==> config.mk <==
export PLATFORM = sky130hd
export DESIGN_NAME = alu_mul_sequencer
export DESIGN_NICKNAME = d
export VERILOG_FILES = /design/src/rtl/alu_mul_sequencer_pkg.sv /design/src/rtl/alu_mul_sequencer.sv
export SDC_FILE = /design/constraint.sdc
export NUM_CORES = 1
export LEC_CHECK = 0
export BUFFER_PORTS_ARGS = -buffer_cell sky130_fd_sc_hd__buf_2
export CELL_PAD_IN_SITES_DETAIL_PLACEMENT = 1
export CELL_PAD_IN_SITES_GLOBAL_PLACEMENT = 2
export CORE_MARGIN = 8
export CORE_UTILIZATION = 34
export DETAILED_ROUTE_END_ITERATION = 10
export PLACE_DENSITY_LB_ADDON = 0.1
export RECOVER_POWER = 50
export SKIP_LAST_GASP = 1
export SYNTH_ARGS = -nofsm -noshare
export SYNTH_HDL_FRONTEND = slang
export SYNTH_SLANG_ARGS = --single-unit
==> constraint.sdc <==
create_clock -name CLK -period 5.1 [get_ports CLK]
set_clock_uncertainty 0.15 [all_clocks]
set_input_delay 0.765 -clock CLK [delete_from_list [all_inputs] [get_ports CLK]]
set_output_delay 0.765 -clock CLK [all_outputs]
set_load 0.005 [all_outputs]
==> src/rtl/alu_mul_sequencer_pkg.sv <==
// alu_mul_sequencer_pkg: ALU opcodes, widths and sequencer state encoding
package alu_mul_sequencer_pkg;
  localparam int DATA_W = 16;
  localparam int OP_W = 4;
  localparam logic [OP_W-1:0] OP_ADD = 4'b0000;
  localparam logic [OP_W-1:0] OP_SLL = 4'b0101;
  localparam logic [OP_W-1:0] OP_SRL = 4'b0110;
  typedef enum logic [2:0] {
    IDLE = 3'd0,
    STEP = 3'd1,
    ADD  = 3'd2,
    SHL  = 3'd3,
    SHR  = 3'd4,
    DONE = 3'd5
  } state_t;
endpackage

==> src/rtl/alu_mul_sequencer.sv <==
// alu_mul_sequencer: shift-add multiplier driving the shared ALU for the low 16 bits of A*B
module alu_mul_sequencer
  import alu_mul_sequencer_pkg::*;
(
  input  logic              CLK,
  input  logic              Reset,
  input  logic              input_Start,
  input  logic [DATA_W-1:0] input_A,
  input  logic [DATA_W-1:0] input_B,
  input  logic [DATA_W-1:0] input_ALUResult,
  output logic              output_ALUGrant,
  output logic [DATA_W-1:0] output_ALU_A,
  output logic [DATA_W-1:0] output_ALU_B,
  output logic [OP_W-1:0]   output_ALUOp,
  output logic              output_Busy,
  output logic              output_Done,
  output logic [DATA_W-1:0] output_Product
);
  state_t state, next_state;
  logic [DATA_W-1:0] acc, mcand, mplier;
  logic accept, finish;
  always_comb begin
    accept = state == IDLE && input_Start;
    finish = state == STEP && mplier == '0;
    next_state = state == IDLE ? (input_Start ? STEP : IDLE)
               : state == STEP ? (mplier == '0 ? DONE : mplier[0] ? ADD : SHL)
               : state == ADD  ? SHL
               : state == SHL  ? SHR
               : state == SHR  ? STEP
               : IDLE;
    output_Busy = state == STEP || state == ADD || state == SHL || state == SHR;
    output_ALUGrant = output_Busy;
    output_Done = state == DONE;
    output_ALU_A = state == ADD ? acc : state == SHL ? mcand : state == SHR ? mplier : '0;
    output_ALU_B = state == ADD ? mcand : (state == SHL || state == SHR) ? DATA_W'(1) : '0;
    output_ALUOp = state == SHL ? OP_SLL : state == SHR ? OP_SRL : OP_ADD;
  end
  always_ff @(posedge CLK or posedge Reset) begin
    if (Reset) begin
      state <= IDLE;
      acc <= '0;
      mcand <= '0;
      mplier <= '0;
      output_Product <= '0;
    end else begin
      state <= next_state;
      acc <= accept ? '0 : state == ADD ? input_ALUResult : acc;
      mcand <= accept ? input_A : state == SHL ? input_ALUResult : mcand;
      mplier <= accept ? input_B : state == SHR ? input_ALUResult : mplier;
      output_Product <= finish ? acc : output_Product;
    end
  end
endmodule
After elaboration in Yosys (flattened, before gate mapping)
Index checks and enable logic that the tools add are counted.
{"block": "word_totals", "ramBits": 0, "out_inout_bits": 55, "latchBits": 0, "reg_bits": 67, "input_bits": 51, "mem_bits_ro": 0, "wordCells": 42, "n_memories": 0}
{"block": "classes", "reduce_logical": 11, "shift": 0, "n_lt_le_gt_ge": 0, "mux": 21, "bitwise_logic": 0, "add_sub_neg": 0, "div": 0, "n_eq_ne": 5, "mul": 0}
{"operator": "16-bit two-way mux", "n": 10}
{"operator": "3-bit two-way mux", "n": 7}
{"operator": "16-bit zero test", "n": 1}
{"operator": "3-bit by 2-bit equality test with 1-bit output (second input constant)", "n": 2}
{"operator": "3-bit equality test (second input constant)", "n": 2}
{"operator": "2-bit nonzero test", "n": 3}
{"operator": "1-bit logical OR", "n": 4}
{"operator": "1-bit two-way mux", "n": 4}
{"operator": "3-bit by 1-bit equality test with 1-bit output (second input constant)", "n": 1}
{"operator": "3-bit zero test", "n": 1}
{"operator": "1-bit logical AND", "n": 2}

Longest topological paths before layout
Gate-level depths: netlist of the first run.
{"block": "depth", "depth_word": 6, "depth_mapped": 7, "ltp_nobuf": 5}

Least setup slack after synthesis of the first run
No wires, ideal clock.
{"block": "synth_timing", "path_type": "register to output", "start": "reg state[2]", "end": "out output_ALUOp[2]", "setup_slack_ns": 2.808, "path_stages_with_launch": 7, "path_buffers": 3, "arrival_ns": 1.377, "required_time_ns": 4.185, "path_cell_list": "dfrtp_1 > buf_2 > nand2b_4 > or2_2 > buf_2 > buf_2 > nand2_1"}
{"block": "synth_between", "elab_chain_len": 3, "word_cells_on_any_way": 4, "classes_between": "2 x eq/ne; 2 x mux"}
{"element": "start, declared", "line": "alu_mul_sequencer.sv:19", "rtl": "state_t state, next_state;"}
{"element": "start signal, assigned", "line": "alu_mul_sequencer.sv:46", "rtl": "state <= next_state;"}
{"element": "3-bit equality test", "line": "alu_mul_sequencer.sv:36", "rtl": "output_ALUOp = state == SHL ? OP_SLL : state == SHR ? OP_SRL : OP_ADD;"}
{"element": "3-bit two-way mux", "line": "alu_mul_sequencer.sv:36"}
{"element": "3-bit two-way mux (*)", "line": "alu_mul_sequencer.sv:36"}
{"element": "end, declared", "line": "alu_mul_sequencer.sv:14", "rtl": "output logic [OP_W-1:0] output_ALUOp,"}
Mark *: on every way between the ends. The rest lies on a longest branch, timed or not.

Worst setup path in the final report of the first run
{"block": "layout_timing", "start": "reg state[0]", "end": "reg mcand[6]"}
{"block": "layout_between", "elab_chain_len": 3, "word_cells_on_any_way": 5, "classes_between": "1 x eq/ne; 1 x mux; 3 x reduce/logical"}
{"element": "3-bit zero test", "line": "alu_mul_sequencer.sv:23", "rtl": "accept = state == IDLE && input_Start;"}
{"element": "1-bit logical AND", "line": "alu_mul_sequencer.sv:23"}
{"element": "16-bit two-way mux / 2-bit nonzero test (equally long branches)"}
{"element": "end signal, assigned", "line": "alu_mul_sequencer.sv:48", "rtl": "mcand <= accept ? input_A : state == SHL ? input_ALUResult : mcand;"}
{"element": "end, declared", "line": "alu_mul_sequencer.sv:20", "rtl": "logic [DATA_W-1:0] acc, mcand, mplier;"}
Several ways; a longest one is shown, not always the timed one.
A chain may end at the register's enable or synchronous reset.

==> flow_summary_export.csv, run 1 <==
group,metric,value,unit
setup_path,cp_slowest_cell,"clkbuf_1",
setup_path,endpoint_kind,"flip-flop",
sta,maxSlewHeadroom,-72.3,%
routing,drc,0,
setup_path,crit_type,"reg2reg",
setup_path,crit_fanout,64,
setup_path,cp.required,5060,ps
setup_path,worst_path_dominant_cell_family,"buffers and inverters",
clock_network,cts_hold_buf,0,
sta,fin_tns_setup,0,ps
floorplanning,row_count,36,
placement,dp_hpwl,7030,um
routing,vias,2690,
setup_path,ff2ff_setup_slack,1480,ps
clock_network,clk_pin_slew_worst_paths,70,ps
floorplanning,core_area,9680,um^2
yosys,yosysUniqueCellTypes,31,
clock_network,clock_path_buffers,2,
clock_network,clk_latency,340,ps
status,violations,"max-capacitance violations, max-slew violations",
clock_network,cts_tree,"yes",
yosys,synth_top_area_share,49.9,%
placement,routabilityCongestion,0.716,
routing,ant_nets,0,
placement,portBuffers,104,
yosys,synth_xor_xnor_area_share,0.521,%
min_path,min-delay-start,"output_Product[11]",
routing,via_per_inst,4.92,
yosys,synth_area_leader_cell,"dfrtp_1",
yosys,synth_nets,364,
floorplanning,initial_utilization,34.7,%
sta,maxSlewViolCount,97,
finish,most-common-layout-cells,"buf_2 (92), dfrtp_1 (67), nand2_1 (50), o21ai_0 (50), mux2i_1 (48)",
yosys,yosysSeqAreaShare,49.9,%
power,power.density,579,nW/um^2
global_routing,grtUsageTotal,16.1,%
clock_network,cts_buffers,9,
yosys,synth_fa_ha_area_share,0,%
clock_network,postCtsSetupBuffers,0,
global_routing,grt_max_degree,65,
finish,n_antenna_cell,0,
global_routing,first_global_vias,3026,
routing,drtIter0Drc,81,
clock_network,postCtsResizedCells,0,
setup_path,cp.arrival,3580,ps
finish,drive_above_1_share,32.9,%
yosys,syn_area_per_cell,10.7,um^2
sta,finalSetupViolCount,0,
sta,grt_setup_unrepaired,"false",
yosys,yosys_warnings,0,
yosys,synthSimpleGateAreaFrac,12.2,%
routing,wl_per_cell,18.9,um
sta,finalCriticalPeriod,3620,ps
power,irDropWorstVdd,0.000217,V
global_routing,antenna_found_initial,0,
power,total_power,2.41,mW
finish,final_common_cell,"buf_2",
sta,max_freq,0.276,GHz
sta,tightest_slew,2580,ps
routing,wirelength,10400,um
yosys,synthMuxAreaShare,20.7,%
status,status,"complete, but fails checks",
finish,syn_to_final_growth,23.9,%
setup_path,worst_setup_path_start_kind,"flip-flop",
floorplanning,die_w,115,um
yosys,synth_cells,313,
setup_path,critPathLaunch,"state[0]",
setup_path,path_cells,"buf_4 > nor4b_2 > clkbuf_1 > o21ai_0",
floorplanning,die_area,13300,um^2
clock_network,htree_levels,3,
yosys,synthesis.area,3360,um^2
routing,dr.pass1.iters,4,
yosys,synth-compound-area-share,12.0,%
setup_path,r2r_start,"state[0]",
min_path,min_path_type,"reg2reg",
power,leakagePower,2.20,nW
clock_network,cts_sinks,67,
yosys,netlist_top_cells_area,"dfrtp_1 (50%), mux2i_1 (14%), o21ai_0 (7.4%)",
finish,nFillCells,1128,
clock_network,root_buffer,"clkbuf_8",
global_routing,overflow,0,
floorplanning,die_y,115,um
yosys,synth_top_family_by_area,"multiplexers",
floorplanning,ioPinCount,106,
global_routing,grt_pass1_wl,16500,um
setup_path,cp_num_buf_inv,2,
setup_path,slowest_delay,1870,ps
sta,hold_viol,0,
sta,finalCritPeriodShare,71.0,%
yosys,ys_seq_elements,67,
run,cap_viol_max_count,2,
finish,nNetsFinal,461,
## synth_stat cells
| cell type | number |
|---|---|
| nor4b_1 | 1 |
| mux2i_1 | 48 |
| clkbuf_1 | 9 |
| nor4_1 | 1 |
| mux2_4 | 9 |
| or2_2 | 1 |
| a21oi_1 | 1 |
| xnor2_1 | 1 |
| buf_1 | 1 |
| buf_4 | 2 |
| nand2_1 | 50 |
| and2_1 | 15 |
| inv_1 | 4 |
| buf_2 | 11 |
| a22o_1 | 16 |
| conb_1 | 1 |
| nor4_2 | 3 |
| buf_6 | 1 |
| o21a_1 | 1 |
| o21ai_0 | 50 |
| nand4_1 | 1 |
| mux2_2 | 7 |
| nor2_1 | 4 |
| dfrtp_1 | 67 |
| or3_1 | 1 |
| xor2_1 | 1 |
| nand2b_4 | 1 |
| buf_12 | 1 |
| nand2b_1 | 2 |
| and3_1 | 1 |
| and3b_2 | 1 |
## area by class of cell
class / count / area [um^2] / share of cell area, %
Clock buffer: 14 / 183 / 4.39
Clock inverter: 1 / 30.0 / 0.722
Inverter: 4 / 15.0 / 0.361
Multi-Input combinational cell: 217 / 1540 / 37.0
Sequential cell: 67 / 1680 / 40.3
Tap cell: 133 / 166 / 4.00
Timing Repair Buffer: 111 / 551 / 13.2
## through the flow
step	area (um^2)	utilization (%)	instances	setup WS, ps	hold WS (ps)
6_report	4160	43.0	547	1480	352
4_1_cts	4180	43.2	547	1890	356
2_1_floorplan	3360	-	313	2500	333
5_1_grt	4160	43.0	547	1020	379
3_5_place_dp	3970	41.0	532	2260	339
3_3_place_gp	3970	41.0	532	2220	335
## per-layer routing
| metal | vias to the layer above | track usage, % | wire [um] |
|---|---|---|---|
| li1 | 1280 | - | - |
| met1 | 1335 | 20.0 | 4750 |
| met2 | 63 | 26.9 | 4970 |
| met3 | 12 | 4.20 | 513 |
| met4 | 0 | 4.73 | 123 |
| met5 | - | 0 | 0 |
## power breakdown
group          leakage (nW)  total, mW  internal [mW]  switching, mW
logic                  1.24       1.02          0.462          0.562
registers             0.856      0.909          0.732          0.177
clock network         0.109      0.478          0.277          0.201
## path summary, 6_finish.rpt
kind	endpoint	cells after the start
max	mcand[6]	4
min	output_Product[11]	1
max reg2reg	mcand[6]	4
min reg2reg	output_Product[11]	1
max in group asynchronous	mcand[8]	3
min in group asynchronous	output_Product[14]	2
## registers in the layout (all words and copies together), names as in the netlist
| register | count |
|---|---|
| mplier | 16 |
| state | 3 |
| output_Product | 16 |
| acc | 16 |
| mcand | 16 |
## logic make-up (layout without fill, tap and decap cells)
family | after synthesis | in the layout
flops | 67 | 67
mux | 64 | 64
compound gates | 68 | 68
simple gates | 82 | 82
xor+xnor | 2 | 2
other cells | 1 | 1
buf+inv | 29 | 130
## worst reg2reg max path, stage by stage, from the launching register on
cell,delay [ps]
dfrtp_1,360
buf_4,260
nor4b_2,360
clkbuf_1,1870
o21ai_0,380
No activity file was read; power rests on OpenSTA's default activity.
==> inputs of run 2 (changes only) <==
--- a/config.mk
+++ b/config.mk
@@ -9,7 +9,7 @@
 export CELL_PAD_IN_SITES_DETAIL_PLACEMENT = 1
 export CELL_PAD_IN_SITES_GLOBAL_PLACEMENT = 2
 export CORE_MARGIN = 8
-export CORE_UTILIZATION = 34
+export CORE_UTILIZATION = 31
 export DETAILED_ROUTE_END_ITERATION = 10
 export PLACE_DENSITY_LB_ADDON = 0.1
 export RECOVER_POWER = 50
==> constraint.sdc (replaced) <==
create_clock -name CLK -period 3.5 [get_ports CLK]
set_clock_uncertainty 0.15 [all_clocks]
set_input_delay 0.525 -clock CLK [delete_from_list [all_inputs] [get_ports CLK]]
set_output_delay 0.525 -clock CLK [all_outputs]
set_load 0.005 [all_outputs]
==> run 2 against run 1 <==
  * The flow now finishes without violations
  * Utilization fell by 4.2 points
  * Sequential power increased by 46%
  * Global-route usage shrank 0.93 points
  * First-iteration DRC count down 9.9%
  * Largest cell class unchanged
  * Largest power group unchanged
  * Highest routed layer unchanged
==> flow_summary_export.csv, run 2 (synthesis results as in run 1) <==
group,metric,value,unit
status,status,"finished clean",
clock_network,root_buffer,"clkbuf_8",
sta,grt_setup_unrepaired,"false",
floorplanning,die_y,120,um
routing,drc,0,
placement,dp_hpwl,7550,um
routing,wl_met3,620,um
setup_path,endpoint_kind,"output pin",
clock_network,cts_hold_buf,0,
finish,final_common_cell,"buf_2",
routing,drt-met1-wl,4960,um
clock_network,htree_levels,3,
sta,maxSlewHeadroom,20.6,%
sta,maxSlewViolCount,0,
clock_network,postCtsResizedCells,0,
finish,nNetsFinal,462,
routing,wl_per_cell,19.4,um
clock_network,cts_buffers,9,
power,leakagePower,2.20,nW
min_path,min_path_type,"in2reg",
setup_path,worst_setup_path_start_kind,"flip-flop",
global_routing,antenna_found_initial,0,
finish,n_antenna_cell,0,
routing,via_per_inst,4.84,
clock_network,cts_sinks,67,
clock_network,clock_path_buffers,2,
sta,finalCriticalPeriod,2860,ps
floorplanning,row_count,38,
routing,ant_nets,0,
sta,finalWorstSetupSlack,637,ps
sta,fin_tns_setup,0,ps
sta,finalCritPeriodShare,81.8,%
setup_path,crit_type,"reg2out",
routing,vias,2683,
placement,pre_cts_ws,944,ps
clock_network,clk_latency,340,ps
global_routing,overflow,0,
finish,syn_to_final_growth,23.4,%
clock_network,cts_tree,"yes",
global_routing,grt_pass1_wl,17100,um
setup_path,path_cells,"buf_4 > nor2_1 > nand2_1 > inv_1 > nand2_1 > o21ai_0 > buf_2",
floorplanning,die_w,120,um
setup_path,cp.required,2820,ps
sta,hold_viol,0,
finish,drive_above_1_share,33.1,%
sta,max_freq,0.349,GHz
floorplanning,die_area,14400,um^2
finish,most-common-layout-cells,"buf_2 (93), dfrtp_1 (67), nand2_1 (50), o21ai_0 (50), mux2i_1 (48)",
min_path,holdPathStages,3,
clock_network,postCtsSetupBuffers,0,
global_routing,grt_max_degree,65,
routing,routed.top_layer,"met4",
floorplanning,ioPinCount,106,
setup_path,crit_fanout,20,
placement,routabilityCongestion,0.757,
routing,wl_met2,5080,um
floorplanning,initial_utilization,31.4,%
setup_path,cp.arrival,2190,ps
floorplanning,core_area,10700,um^2
setup_path,crit_top_cell,"nand2_1",
routing,dr.pass1.iters,4,
power,irDropWorstVdd,0.000297,V
setup_path,slowest_delay,570,ps
clock_network,clk_pin_slew_worst_paths,80,ps
routing,wirelength,10800,um
global_routing,first_global_vias,2999,
placement,portBuffers,104,
routing,drtIter0Drc,73,
finish,nFillCells,1268,
global_routing,grtUsageTotal,15.2,%
setup_path,rr_worst_depth,4,
sta,tightest_slew,1190,ps
power,power.density,834,nW/um^2
setup_path,cp_slowest_cell,"inv_1",
sta,finalSetupViolCount,0,
run,cap_viol_max_count,0,
run 2: changes by cell type in the layout (fill, tap and decap cells not counted), sizes merged:
cell      before  now
buf           97  100
clkbuf        28   24
clkinvlp       0    1
run 2: path summary, 6_finish.rpt:
kind | start | end | slack [ps]
hold reg to reg | output_Product[12] | output_Product[12] | 360
max in group asynchronous | Reset | mplier[9] | 1270
hold / removal | input_A[11] | mcand[11] | 240
setup reg to reg | state[0] | mcand[1] | 840
setup / recovery | state[0] | output_ALU_A[9] | 640
min in group asynchronous | Reset | output_Product[14] | 260
run 2: final cells by class:
class                   count  area (um^2)  share of cell area (%)
clock buffers              12          145                    3.50
repair buffers            112          562                    13.6
clock inverters             2         37.5                   0.906
well taps                 140          175                    4.23
multi-input cells         217         1530                    37.0
flip-flops and latches     67         1680                    40.4
inverters                   4         15.0                   0.362
run 2: critical path, delay by kind of cell (launching register included):
| family | cells | cell delay, ps |
|---|---|---|
| compound gates | 1 | 140 |
| buf+inv | 3 | 930 |
| flops | 1 | 370 |
| simple gates | 3 | 400 |
run 2: metrics by stage:
step	std cells	utilization (%)	power (mW)	area, um^2	hold WS (ps)
after global placement	540	37.3	2.87	3990	338
final	554	38.7	3.46	4150	237
after global routing	554	38.7	3.74	4150	214
after detailed placement	540	37.3	2.90	3990	348
after CTS	554	39.0	3.54	4170	94.5
after floorplan	313	-	2.27	3360	333
run 2: power breakdown:
group          switching [mW]  internal (mW)
Combinational           0.819          0.679
Clock                   0.284          0.342
Sequential              0.268           1.07
Total                    1.37           2.09
run 2: routing by layer:
metal	vias up	GRT usage, %
li1	1282	-
met1	1323	19.1
met4	0	4.22
met5	-	0
met3	8	4.98
met2	70	24.6
==> inputs of run 3 (changes only) <==
--- a/config.mk
+++ b/config.mk
@@ -5,11 +5,12 @@
 export SDC_FILE = /design/constraint.sdc
 export NUM_CORES = 1
 export LEC_CHECK = 0
+export ABC_AREA = 1
 export BUFFER_PORTS_ARGS = -buffer_cell sky130_fd_sc_hd__buf_2
 export CELL_PAD_IN_SITES_DETAIL_PLACEMENT = 1
 export CELL_PAD_IN_SITES_GLOBAL_PLACEMENT = 2
 export CORE_MARGIN = 8
-export CORE_UTILIZATION = 31
+export CORE_UTILIZATION = 25
 export DETAILED_ROUTE_END_ITERATION = 10
 export PLACE_DENSITY_LB_ADDON = 0.1
 export RECOVER_POWER = 50
==> constraint.sdc (replaced) <==
create_clock -name CLK -period 2.35 [get_ports CLK]
set_clock_uncertainty 0.15 [all_clocks]
set_input_delay 0.3525 -clock CLK [delete_from_list [all_inputs] [get_ports CLK]]
set_output_delay 0.3525 -clock CLK [all_outputs]
set_load 0.005 [all_outputs]
==> run 3 against run 2 <==
  * Sequential power is 51% higher
  * Register-to-register slack got worse by 440 ps
  * First-iteration DRC count increased by 66%
  * Hold slack worse by 73 ps
  * Largest power group unchanged
==> flow_summary_export.csv, run 3 <==
group,metric,value,unit
yosys,synthFlopType,"dfrtp_1",
finish,final_common_cell,"nand2_1",
floorplanning,row_count,43,
clock_network,clk_pin_slew_worst_paths,60,ps
yosys,async_flop_share,100,%
yosys,netlist_top_cells_area,"dfrtp_1 (48%), nand2_1 (21%), o21ai_0 (7.0%)",
setup_path,cp.arrival,1690,ps
yosys,synth_cells,470,
min_path,holdPathStages,3,
placement,place_area,4250,um^2
sta,max_freq,0.456,GHz
sta,finalCritPeriodShare,93.2,%
finish,syn_to_final_growth,28.8,%
routing,wl_per_cell,16.8,um
sta,grt_setup_unrepaired,"false",
routing,vias,3403,
floorplanning,die_y,134,um
setup_path,worst_setup_path_start_kind,"flip-flop",
setup_path,ff2ff_setup_slack,400,ps
clock_network,clk_latency,330,ps
floorplanning,ioPinCount,106,
yosys,synth_top_area_share,48.1,%
clock_network,postCtsSetupBuffers,0,
setup_path,endpoint_kind,"output pin",
sta,fin_tns_setup,0,ps
setup_path,worst_path_dominant_cell_family,"flip-flops",
sta,hold_viol,0,
min_path,min-delay-start,"input_ALUResult[5]",
routing,ant_nets,0,
sta,maxSlewHeadroom,39.0,%
yosys,synth-edff-count,0,
yosys,ys_seq_elements,67,
setup_path,slowest_delay,500,ps
clock_network,root_buffer,"clkbuf_16",
floorplanning,die_area,18000,um^2
global_routing,grtUsageTotal,14.8,%
floorplanning,core_area,13800,um^2
setup_path,crit_fanout,18,
sta,finalCriticalPeriod,2190,ps
routing,via_per_inst,4.46,
finish,most-common-layout-cells,"nand2_1 (196), buf_2 (92), dfrtp_1 (66)",
setup_path,path_cells,"nor2_4 > nand2_2 > buf_4 > nand4_1 > buf_2",
power,leakagePower,2.50,nW
clock_network,htree_levels,3,
placement,portBuffers,104,
finish,drive_above_1_share,23.3,%
yosys,yosysSeqAreaShare,48.1,%
routing,drc,0,
finish,layout.cells.non_filler,763,
setup_path,cp.required,1850,ps
finish,utilization,32.6,%
yosys,synth_area_leader_cell,"dfrtp_1",
status,status,"finished clean",
yosys,synthTopCellsByCount,"nand2_1 (196), dfrtp_1 (67), inv_1 (54)",
global_routing,grt_max_degree,33,
global_routing,overflow,0,
sta,maxSlewViolCount,0,
floorplanning,die_w,134,um
setup_path,crit_type,"reg2out",
setup_path,r2r_start,"state[2]",
yosys,synth_nets,521,
routing,drtIter0Drc,121,
global_routing,antenna_found_initial,0,
clock_network,cts_tree,"yes",
min_path,holdPathEnd,"acc[5]",
setup_path,cp_slowest_cell,"dfrtp_1",
power,irDropWorstVdd,0.000355,V
clock_network,clock_path_buffers,2,
setup_path,critPathLaunch,"state[2]",
routing,dr.pass1.iters,4,
yosys,syn_area_per_cell,7.41,um^2
yosys,synthesis.area,3480,um^2
yosys,synth.most_common_cell,"nand2_1",
run,cap_viol_max_count,0,
clock_network,cts_sinks,67,
finish,fin_area,4490,um^2
global_routing,first_global_vias,3740,
setup_path,r2r_end,"mplier[0]",
routing,wirelength,12800,um
min_path,min_path_type,"in2reg",
setup_path,rr_worst_depth,6,
sta,finalSetupViolCount,0,
finish,n_antenna_cell,0,
setup_path,cp_num_buf_inv,2,
placement,routabilityCongestion,0.740,
sta,tightest_slew,914,ps
clock_network,cts_buffers,9,
yosys,yosys_warnings,0,
floorplanning,initial_utilization,25.3,%
yosys,yosysUniqueCellTypes,23,
finish,nNetsFinal,630,
placement,dp_hpwl,9550,um
power,power.density,1280,nW/um^2
global_routing,grt_pass1_wl,20600,um
placement,dp_cells,747,
==> run 3: per-stage QoR <==
step / hold WS, ps / setup slack (ps) / power [mW]
after floorplan: 299 / 164 / 3.48
after global placement: 284 / 329 / 4.53
after detailed placement: 285 / 311 / 4.59
after CTS: 157 / 34.4 / 5.86
after global routing: 180 / 13.6 / 6.26
final: 164 / 159 / 5.72
==> run 3: cell type report <==
cell class	count	area (um^2)
timing repair buffer	121	632
inverter	58	223
fill	1775	9290
clock buffer	12	246
multi-input combinational	322	1470
clock inverter	3	15.0
sequential	67	1680
tap	180	225
==> run 3: worst max-delay path by stage <==
stage	to	slack, ps	depth (start not counted)
detailed placement	output_ALU_A[10]	310	7
finish	output_ALUGrant	160	5
global placement	output_ALU_A[6]	330	7
CTS	output_ALU_A[10]	30	7
floorplan	acc[0]	160	1
global route	output_ALU_A[0]	10	8
==> run 3: logic make-up after synthesis <==
family	count (synthesis)	synth area share, %
DFF	67	48.1
AOI/OAI and AO/OA	67	10.9
and+or+nand+nor	254	30.8
other	1	0.108
buffers and inverters	81	10.1
==> run 3: per-layer routing <==
layer	up-vias	routed length (um)	track usage, %
met5	-	0	0
met4	0	102	3.24
met3	8	758	4.94
met2	77	5920	24.2
met1	1619	6020	18.5
li1	1699	-	-
==> run 3: where the power goes <==
group | internal, mW | total, mW | switching (mW)
combinational | 0.855 | 2.50 | 1.65
sequential | 1.60 | 2.01 | 0.408
clock | 0.731 | 1.21 | 0.478
total | 3.19 | 5.72 | 2.54
==> run 3: what timing repair did <==
action,4_1_cts,5_1_grt
setup endpoints to repair,10,10
endpoints found under the hold margin,20,0
pin swaps,0,1
hold buffers,1,0
resized for setup,3,3
==> run 3: worst min-delay path, stage by stage <==
cell,delay [ps]
buf_2,90
nand2_1,80
o21ai_0,70
